--- src/rtl/seg7_pkg.sv ---
// Shared constants, display payload type and nibble selection for the seven-segment scanner.
package seg7_pkg;

    localparam int unsigned NUM_DIGITS  = 4;
    localparam int unsigned DIGIT_IDX_W = 2;
    localparam int unsigned NIBBLE_W    = 4;
    localparam int unsigned VALUE_W     = NUM_DIGITS * NIBBLE_W;

    // One full display image: four hex nibbles plus one decimal point per digit.
    typedef struct packed {
        logic [VALUE_W-1:0]    value;
        logic [NUM_DIGITS-1:0] dots;
    } disp_frame_t;

    // Nibble belonging to digit idx, digit 0 in the least significant position.
    function automatic logic [NIBBLE_W-1:0] nibble_sel(
        input logic [VALUE_W-1:0]     value,
        input logic [DIGIT_IDX_W-1:0] idx
    );
        logic [VALUE_W-1:0] shifted;
        shifted = value >> (NIBBLE_W * 32'(idx));
        return shifted[NIBBLE_W-1:0];
    endfunction

endpackage

--- src/rtl/tick_gen.sv ---
// Refresh prescaler: counts enabled cycles and flags the last cycle of each DIV-cycle period.
module tick_gen #(
    parameter int unsigned DIV = 100000
) (
    input  logic CLK,
    input  logic RESET,
    input  logic ENABLE,
    output logic TICK_OUT
);

    localparam int unsigned CNT_W = $clog2(DIV);
    localparam logic [CNT_W-1:0] LAST = CNT_W'(DIV - 1);

    logic [CNT_W-1:0] cnt;

    // Tick is combinational so the digit advances on the same edge that wraps the counter.
    assign TICK_OUT = ENABLE && (cnt == LAST);

    // Counter holds while disabled and wraps to zero on tick.
    always_ff @(posedge CLK or posedge RESET) begin
        if (RESET) begin
            cnt <= '0;
        end else if (TICK_OUT) begin
            cnt <= '0;
        end else if (ENABLE) begin
            cnt <= cnt + CNT_W'(1);
        end
    end

endmodule

--- src/rtl/seg7_mux.sv ---
// Four-digit time-multiplexed display scanner with frame-synchronous (tear-free) updates.
module seg7_mux
    import seg7_pkg::*;
#(
    parameter int unsigned REFRESH_DIV = 100000
) (
    input  logic                   CLK,
    input  logic                   RESET,
    input  logic                   ENABLE,
    input  logic                   LOAD,
    input  logic [VALUE_W-1:0]     VALUE_IN,
    input  logic [NUM_DIGITS-1:0]  DOTS_IN,
    output logic [DIGIT_IDX_W-1:0] SEG_SELECT_OUT,
    output logic [NIBBLE_W-1:0]    BIN_OUT,
    output logic                   DOT_OUT,
    output logic                   FRAME_OUT
);

    localparam logic [DIGIT_IDX_W-1:0] LAST_DIGIT = DIGIT_IDX_W'(NUM_DIGITS - 1);

    logic                   tick;
    logic                   boundary;
    logic [DIGIT_IDX_W-1:0] digit_q, digit_d;
    logic                   pending, pending_d;
    disp_frame_t            pend_q, pend_d;
    disp_frame_t            disp_q, disp_d;
    disp_frame_t            incoming;

    tick_gen #(
        .DIV (REFRESH_DIV)
    ) u_tick_gen (
        .CLK      (CLK),
        .RESET    (RESET),
        .ENABLE   (ENABLE),
        .TICK_OUT (tick)
    );

    assign incoming = {VALUE_IN, DOTS_IN};
    assign boundary = tick && (digit_q == LAST_DIGIT);

    // Next digit and double-buffer update; display image only changes at a frame boundary.
    always_comb begin
        digit_d   = digit_q;
        pending_d = pending;
        pend_d    = pend_q;
        disp_d    = disp_q;
        if (tick) begin
            digit_d = digit_q + DIGIT_IDX_W'(1);
        end
        if (boundary) begin
            if (LOAD) begin
                disp_d = incoming;
            end else if (pending) begin
                disp_d = pend_q;
            end
            pending_d = 1'b0;
        end else if (LOAD) begin
            pend_d    = incoming;
            pending_d = 1'b1;
        end
    end

    // State and output registers; outputs are precomputed from next state so they track digit_q.
    always_ff @(posedge CLK or posedge RESET) begin
        if (RESET) begin
            digit_q   <= '0;
            pending   <= 1'b0;
            pend_q    <= '0;
            disp_q    <= '0;
            BIN_OUT   <= '0;
            DOT_OUT   <= 1'b0;
            FRAME_OUT <= 1'b0;
        end else begin
            digit_q   <= digit_d;
            pending   <= pending_d;
            pend_q    <= pend_d;
            disp_q    <= disp_d;
            BIN_OUT   <= nibble_sel(disp_d.value, digit_d);
            DOT_OUT   <= disp_d.dots[digit_d];
            FRAME_OUT <= boundary;
        end
    end

    assign SEG_SELECT_OUT = digit_q;

endmodule

--- config.mk ---
export PLATFORM = sky130hd
export DESIGN_NAME = seg7_mux
export DESIGN_NICKNAME = d
export VERILOG_FILES = /design/src/rtl/seg7_pkg.sv /design/src/rtl/tick_gen.sv /design/src/rtl/seg7_mux.sv
export SDC_FILE = /design/constraint.sdc
export NUM_CORES = 1
export LEC_CHECK = 0
export CAP_MARGIN = 40
export CORE_MARGIN = 2
export CORE_UTILIZATION = 45
export CTS_CLUSTER_DIAMETER = 120
export DETAILED_ROUTE_END_ITERATION = 6
export PLACE_DENSITY = 0.62
export SLEW_MARGIN = 5
export SYNTH_ARGS = -nofsm -noshare
export SYNTH_HDL_FRONTEND = slang
export SYNTH_SLANG_ARGS = --single-unit
--- constraint.sdc ---
create_clock -name CLK -period 3.2 [get_ports CLK]
set_input_delay 0.64 -clock CLK [delete_from_list [all_inputs] [get_ports CLK]]
set_output_delay 0.64 -clock CLK [all_outputs]
set_load 0.02 [all_outputs]
==> results of run 1 <==
-- path summary, 6_finish.rpt --
| kind | start | end | slack (ps) |
|---|---|---|---|
| setup / recovery | ENABLE | DOT_OUT | 510 |
| hold / removal | pend_q[17] | pend_q[17] | 510 |
| setup reg to reg | u_tick_gen.cnt[12] | DOT_OUT | 810 |
| hold reg to reg | pend_q[17] | pend_q[17] | 510 |
| max in group asynchronous | RESET | u_tick_gen.cnt[13] | 1940 |
| min in group asynchronous | RESET | pend_q[17] | 650 |
-- stage by stage --
step	setup slack, ps	area, um^2	cells
6_report	511	3830	425
2_1_floorplan	905	3180	284
3_5_place_dp	213	3640	409
3_3_place_gp	267	3640	409
5_1_grt	429	3830	425
4_1_cts	529	3830	425
-- state kept, by name (all words and copies together), names as in the netlist --
name / cells
pend_q: 20
DOT_OUT: 1
BIN_OUT: 4
FRAME_OUT: 1
u_tick_gen.cnt: 17
disp_q: 20
SEG_SELECT_OUT: 2
pending: 1
-- cell type report --
cell class / instances / area share [%]
Clock buffer: 14 / 4.51
Clock inverter: 2 / 0.262
Inverter: 10 / 0.981
Multi-Input combinational cell: 196 / 37.6
Sequential cell: 66 / 43.2
Tap cell: 96 / 3.14
Timing Repair Buffer: 41 / 10.4
-- where the power goes --
part	leakage, nW	internal [mW]	switching, mW
clock	0.0965	0.343	0.309
combinational	0.749	0.0975	0.0808
sequential	0.854	0.897	0.0552
total	1.70	1.34	0.445
-- placed cells by master, fill, tap and decap left out, drive strengths merged, types with 10 or more instances in the layout --
master	n
mux2	20
clkbuf	14
dfrtp	66
o221a	11
clkdlybuf4s50	31
nand2	30
nor2	39
mux2i	15
buf	10
xnor2	11
a31oi	11
-- worst register-to-register path, stage by stage (launching register included) --
cell,delay (ps)
dfrtp_1,470
nor4_4,340
nand4_4,210
or3_1,630
o221a_1,340
mux2i_1,180
mux2i_1,100
-- logic make-up after synthesis --
| family | synth area share (%) |
|---|---|
| and+or+nand+nor | 15.8 |
| DFF | 51.9 |
| AOI/OAI and AO/OA | 12.0 |
| muxes | 12.2 |
| buffers and inverters | 2.95 |
| xor gates and xnor gates | 4.40 |
| adders and majority gates | 0.786 |
-- metal layers --
layer,GRT usage (%),up-vias,part of all wire (%)
met5,0,-,0
met4,8.40,0,2.0
met3,4.05,12,2.8
met2,32.1,37,48
met1,29.0,1170,48
li1,-,1111,-
==> results.md, run 1 <==
- Commonest cells in the netlist: dfrtp_1 (66), nor2_1 (38), nand2_1 (30)
- Synthesized area per cell: 11.2 um^2
- Number of synthesized flops with an enable pin: 0
- Syn-to-layout area delta: 20.2%
- P_leak: 1.70 nW
- IO Pins: 32
- Drt wl/cell: 17.0 um
- RSZ-0062 raised after global routing: no
- Clk Latency, worst-skew pair: 330 ps
- Max-Cap Viols: 0
- Count of cell types in the netlist: 42
- Cell Chain, Critical Path: clkdlybuf4s50_1 > and4_1 > nand2_1 > or3_1 > o221a_1 > mux2i_1 > mux2i_1
- Clock Sinks: 66
- CTS tree: built
- # diodes: 0
- Worst-case clock skew: roughly 7.3 ps
- Post-CTS Setup Inserts: 0
- Final Cycle Share: between 80% and 90%
- Final min period: 2690 ps
- Die height: 88.1 um
- Layout cells sized above 1: 19.1%
- Register area: 1650 um^2
- Cell Pwr Density: 466 nW/um^2
- Global route total overflow: 0
- Actual slew at the worst max-slew pin: 717 ps
- Reg2reg path depth: 6
- Hold Path Depth: 1
- Post-synthesis net count: 310
- Synth top area cells: dfrtp_1 (52%), mux2_2 (7.1%), nor2_1 (4.5%)
- Fmax: 372 MHz
- Routed WL: 7.21 mm
- Critical Path Start Type: input port
- Htree depth: 3
- Post-synthesis sequential area ratio: 51.9%
- Max Slew Vio Count: 0
- Fraction of registers with async set/reset: 100%
- Worst Hold Class: flop to flop
- Hold slack: 509 ps
- Port Buf Inserts: 31
- DPL Wire Length: 4.75 mm
- Pre-antenna DRT Iters: 4
- Crit. path cell count: 7
- Initial core utilization: 46.6%
- CP max stage cell: or3_1
- Critical Path AT: 2900 ps
- Number of global-route vias before repair: 2358
- Core area: 6830 um^2
- Cts hold-fix bufs: 0
- Post-synthesis cell area: roughly 3200 um^2
- Via count: 2330
- Worst rel slew slack: a little over half
- TritonCTS Buffers: 9
- CP bufs+invs: 1
- Cell taking the most area after synthesis: dfrtp_1
- Core Util, Final: 56.0%
- Final setup vio count: 0
- Top cell type's share of synthesized area: 51.9%
- Row Count: 30
- Initial antenna violation count: 0
- Ys Warns: 0
- Die footprint: 7760 um^2
- CP top delay family: simple AND/OR/NAND/NOR gates
- Cell with the most instances after synthesis: dfrtp_1
- #FFs+latches synth: 66
- Pin count of the biggest net entering global routing: 45
- Clk root buf: clkbuf_8
- DRC Markers: 0
- Setup TNS: 0 ps
- First-pass GRT wire length: 12.0 mm
- Crit end category: flop
- Placer congestion estimate: 0.793
- Req. time, crit path: 3410 ps
- Fin nets: 350
- Post-DRT Antenna Nets: 0
- Delay of the slowest critical-path stage: 620 ps
- GRT Overall Usage: 20.8%
- Worst-path fanout max: 11
- Synth Flop Type: dfrtp_1
- Number of instances resized during post-cts repair: 0
- Filler cells: 633
- Max VDD drop: 0.235 mV
- Multi-input logic area: ~1400 um^2
- Hold Vio Cnt, Final: 0
- Most common cell on crit path: mux2i_1
- CTS Buffer Depth: 2
- Drt initial violations: 173
- Total power: about 1.8 mW
- Via density: 5.48
- Clock transition at path regs: ~70 ps
- Die X: 88.1 um
- Syn Inst Count: 284
- Status: complete, no violations
- Kind of critical path: input port to flop
Power figures use the tool's default switching activity.
==> run 2: changes to the inputs <==
==> constraint.sdc (replaced) <==
create_clock -name CLK -period 2.6 [get_ports CLK]
set_input_delay 0.52 -clock CLK [delete_from_list [all_inputs] [get_ports CLK]]
set_output_delay 0.52 -clock CLK [all_outputs]
set_load 0.02 [all_outputs]
==> results.md, run 2 (synthesis results as in run 1) <==
- Post-CTS Setup Inserts: 0 (unchanged)
- Final Cycle Share: between 80% and 90%
- Crit end category: flop
- Worst-case clock skew: 6.69 ps (-0.655 ps)
- Layout cells sized above 1: 22.7% (+3.6 points)
- Initial antenna violation count: 0 (unchanged)
- IO Pins: 32 (unchanged)
- Fin nets: 364 (+4.0%)
- Htree depth: 3 (unchanged)
- Clock transition at path regs: 70 ps (about the same)
- CTS Buffer Depth: 2 (unchanged)
- # diodes: 0 (unchanged)
- Drt initial violations: 121 (-30%)
- Number of instances resized during post-cts repair: 0 (unchanged)
- Filler cells: 617 (-2.5%)
- Core area: 6830 um^2 (unchanged)
- Fmax: 442 MHz
- Status: complete, no violations
- Die X: 88.1 um (unchanged)
- Worst Hold Class: flop to flop
- Int Pwr: 1.60 mW (+19%)
- R2R Setup Slk: 340 ps (-470 ps)
- Final min period: 2260 ps
- TritonCTS Buffers: 9 (unchanged)
- Combinational share of power: 10.6% (+0.6 points)
- Post-DRT Antenna Nets: 0 (unchanged)
- DPL Wire Length: 4.98 mm (+4.8%)
- Req. time, crit path: 2820 ps (-590 ps)
- P_leak: 1.76 nW (+3.6%)
- Via density: 5.35 (-2.4%)
- Placed cell area: 3760 um^2 (+3.2%)
- Switching part of the total power: 26.1% (+1.1 points)
- Setup TNS: 0 ps (unchanged)
- DRC Markers: 0 (unchanged)
- Pre-antenna DRT Iters: 4 (unchanged)
- Top Registers: disp_q x20, pend_q x20, u_tick_gen.cnt x17
- Via count: 2348 (+0.77%)
- GRT Overall Usage: 20.6% (-0.16 points)
- Max-Cap Viols: 0 (unchanged)
- Number of global-route vias before repair: 2409 (+2.2%)
- Die footprint: 7760 um^2 (unchanged)
- Most frequent cells in the layout: dfrtp_1 (66), nor2_1 (38), clkdlybuf4s50_1 (31)
- Cts hold-fix bufs: 0 (unchanged)
- Actual slew at the worst max-slew pin: 452 ps (-264 ps)
- Clk Latency, worst-skew pair: 340 ps (about the same)
- Global route total overflow: 0 (unchanged)
- Setup slack at placement: 91.3 ps (-122 ps)
- Drt wl/cell: 16.3 um (-3.9%)
- Die height: 88.1 um (unchanged)
- Routed WL: 7.16 mm (-0.69%)
- Kind of critical path: flop to flop
- Port Buf Inserts: 31 (unchanged)
- Clk root buf: clkbuf_8
- Critical Path Start Type: flop
- Psw: 0.563 mW (+27%)
- CP top delay family: simple AND/OR/NAND/NOR gates
- Design area: 3930 um^2 (+2.8%)
- Syn-to-layout area delta: 23.6%
- Seq pwr share: 54.3% (+0.9 points)
- Most common cell on crit path: mux2i_1
- Cell Chain, Critical Path: nor4_4 > nand4_4 > or3_1 > buf_4 > o221a_1 > mux2i_1 > mux2i_1
- Critical Path AT: 2480 ps (-420 ps)
- Worst rel slew slack: 69.7% (+18 points)
- Hold slack: 507 ps (-1.62 ps)
- Cell Pwr Density: 550 nW/um^2 (+18%)
- Max Slew Vio Count: 0 (unchanged)
- CP bufs+invs: 1 (unchanged)
- Clock share of power: 35.1% (-1.5 points)
- Commonest non-fill, non-tap cell in the layout: dfrtp_1
- CTS tree: built
- Max VDD drop: 0.310 mV (+32%)
- Hold Vio Cnt, Final: 0 (unchanged)
- Worst-path fanout max: 11 (unchanged)
- Placer congestion estimate: 0.838 (+5.7%)
- Initial core utilization: 46.6% (unchanged)
- Final setup vio count: 0 (unchanged)
- Pin count of the biggest net entering global routing: 67 (+49%)
- CP max stage cell: dfrtp_1
- Clock Sinks: 66 (unchanged)
- Fin worst setup slack: 339 ps (-172 ps)
- Delay of the slowest critical-path stage: 470 ps (-150 ps)
- Row Count: 30 (unchanged)
- RSZ-0062 raised after global routing: no
- First-pass GRT wire length: 11.9 mm (-0.74%)
## run 2: cell types whose count changed in the layout (fill, tap and decap cells not counted), sizes merged
cell,before,now
buf,10,24
clkbuf,14,11
clkinv,3,4
clkinvlp,0,2
## run 2: through the flow
stage / std cells / total power, mW / utilization [%]
final: 439 / 2.16 / 57.6
after global routing: 439 / 2.28 / 57.6
after CTS: 439 / 2.19 / 57.6
after detailed placement: 423 / 1.43 / 55.1
after global placement: 423 / 1.41 / 55.1
after floorplan: 284 / 1.32 / -
## run 2: final cells by class
type	instances	area [um^2]	area share [%]
tap	96	120	3.05
multi-input combinational	196	1440	36.5
timing repair buffer	55	515	13.1
sequential	66	1650	42.0
inverter	10	37.5	0.954
clock buffer	11	141	3.59
clock inverter	5	30.0	0.763
## run 2: power by group through the flow
stage               sequential, mW  clock, mW  combinational, mW
floorplan                     1.17          0              0.147
global placement              1.19          0              0.227
detailed placement            1.19          0              0.234
CTS                           1.17      0.781              0.234
global route                  1.19      0.839              0.255
finish                        1.17      0.759              0.229
## run 2: worst paths after layout
kind,start,to,depth (start not counted)
max in group asynchronous,RESET,u_tick_gen.cnt[13],3
max,u_tick_gen.cnt[12],DOT_OUT,7
min,pend_q[17],pend_q[17],1
max reg2reg,u_tick_gen.cnt[12],DOT_OUT,7
min in group asynchronous,RESET,pend_q[19],3
min reg2reg,pend_q[17],pend_q[17],1
## run 2: metal layers
metal	vias up	GRT usage [%]	wire, um
met2	51	32.4	3520
li1	1132	-	-
met4	0	7.85	75
met1	1159	26.9	3240
met3	6	6.41	322
met5	-	0	0
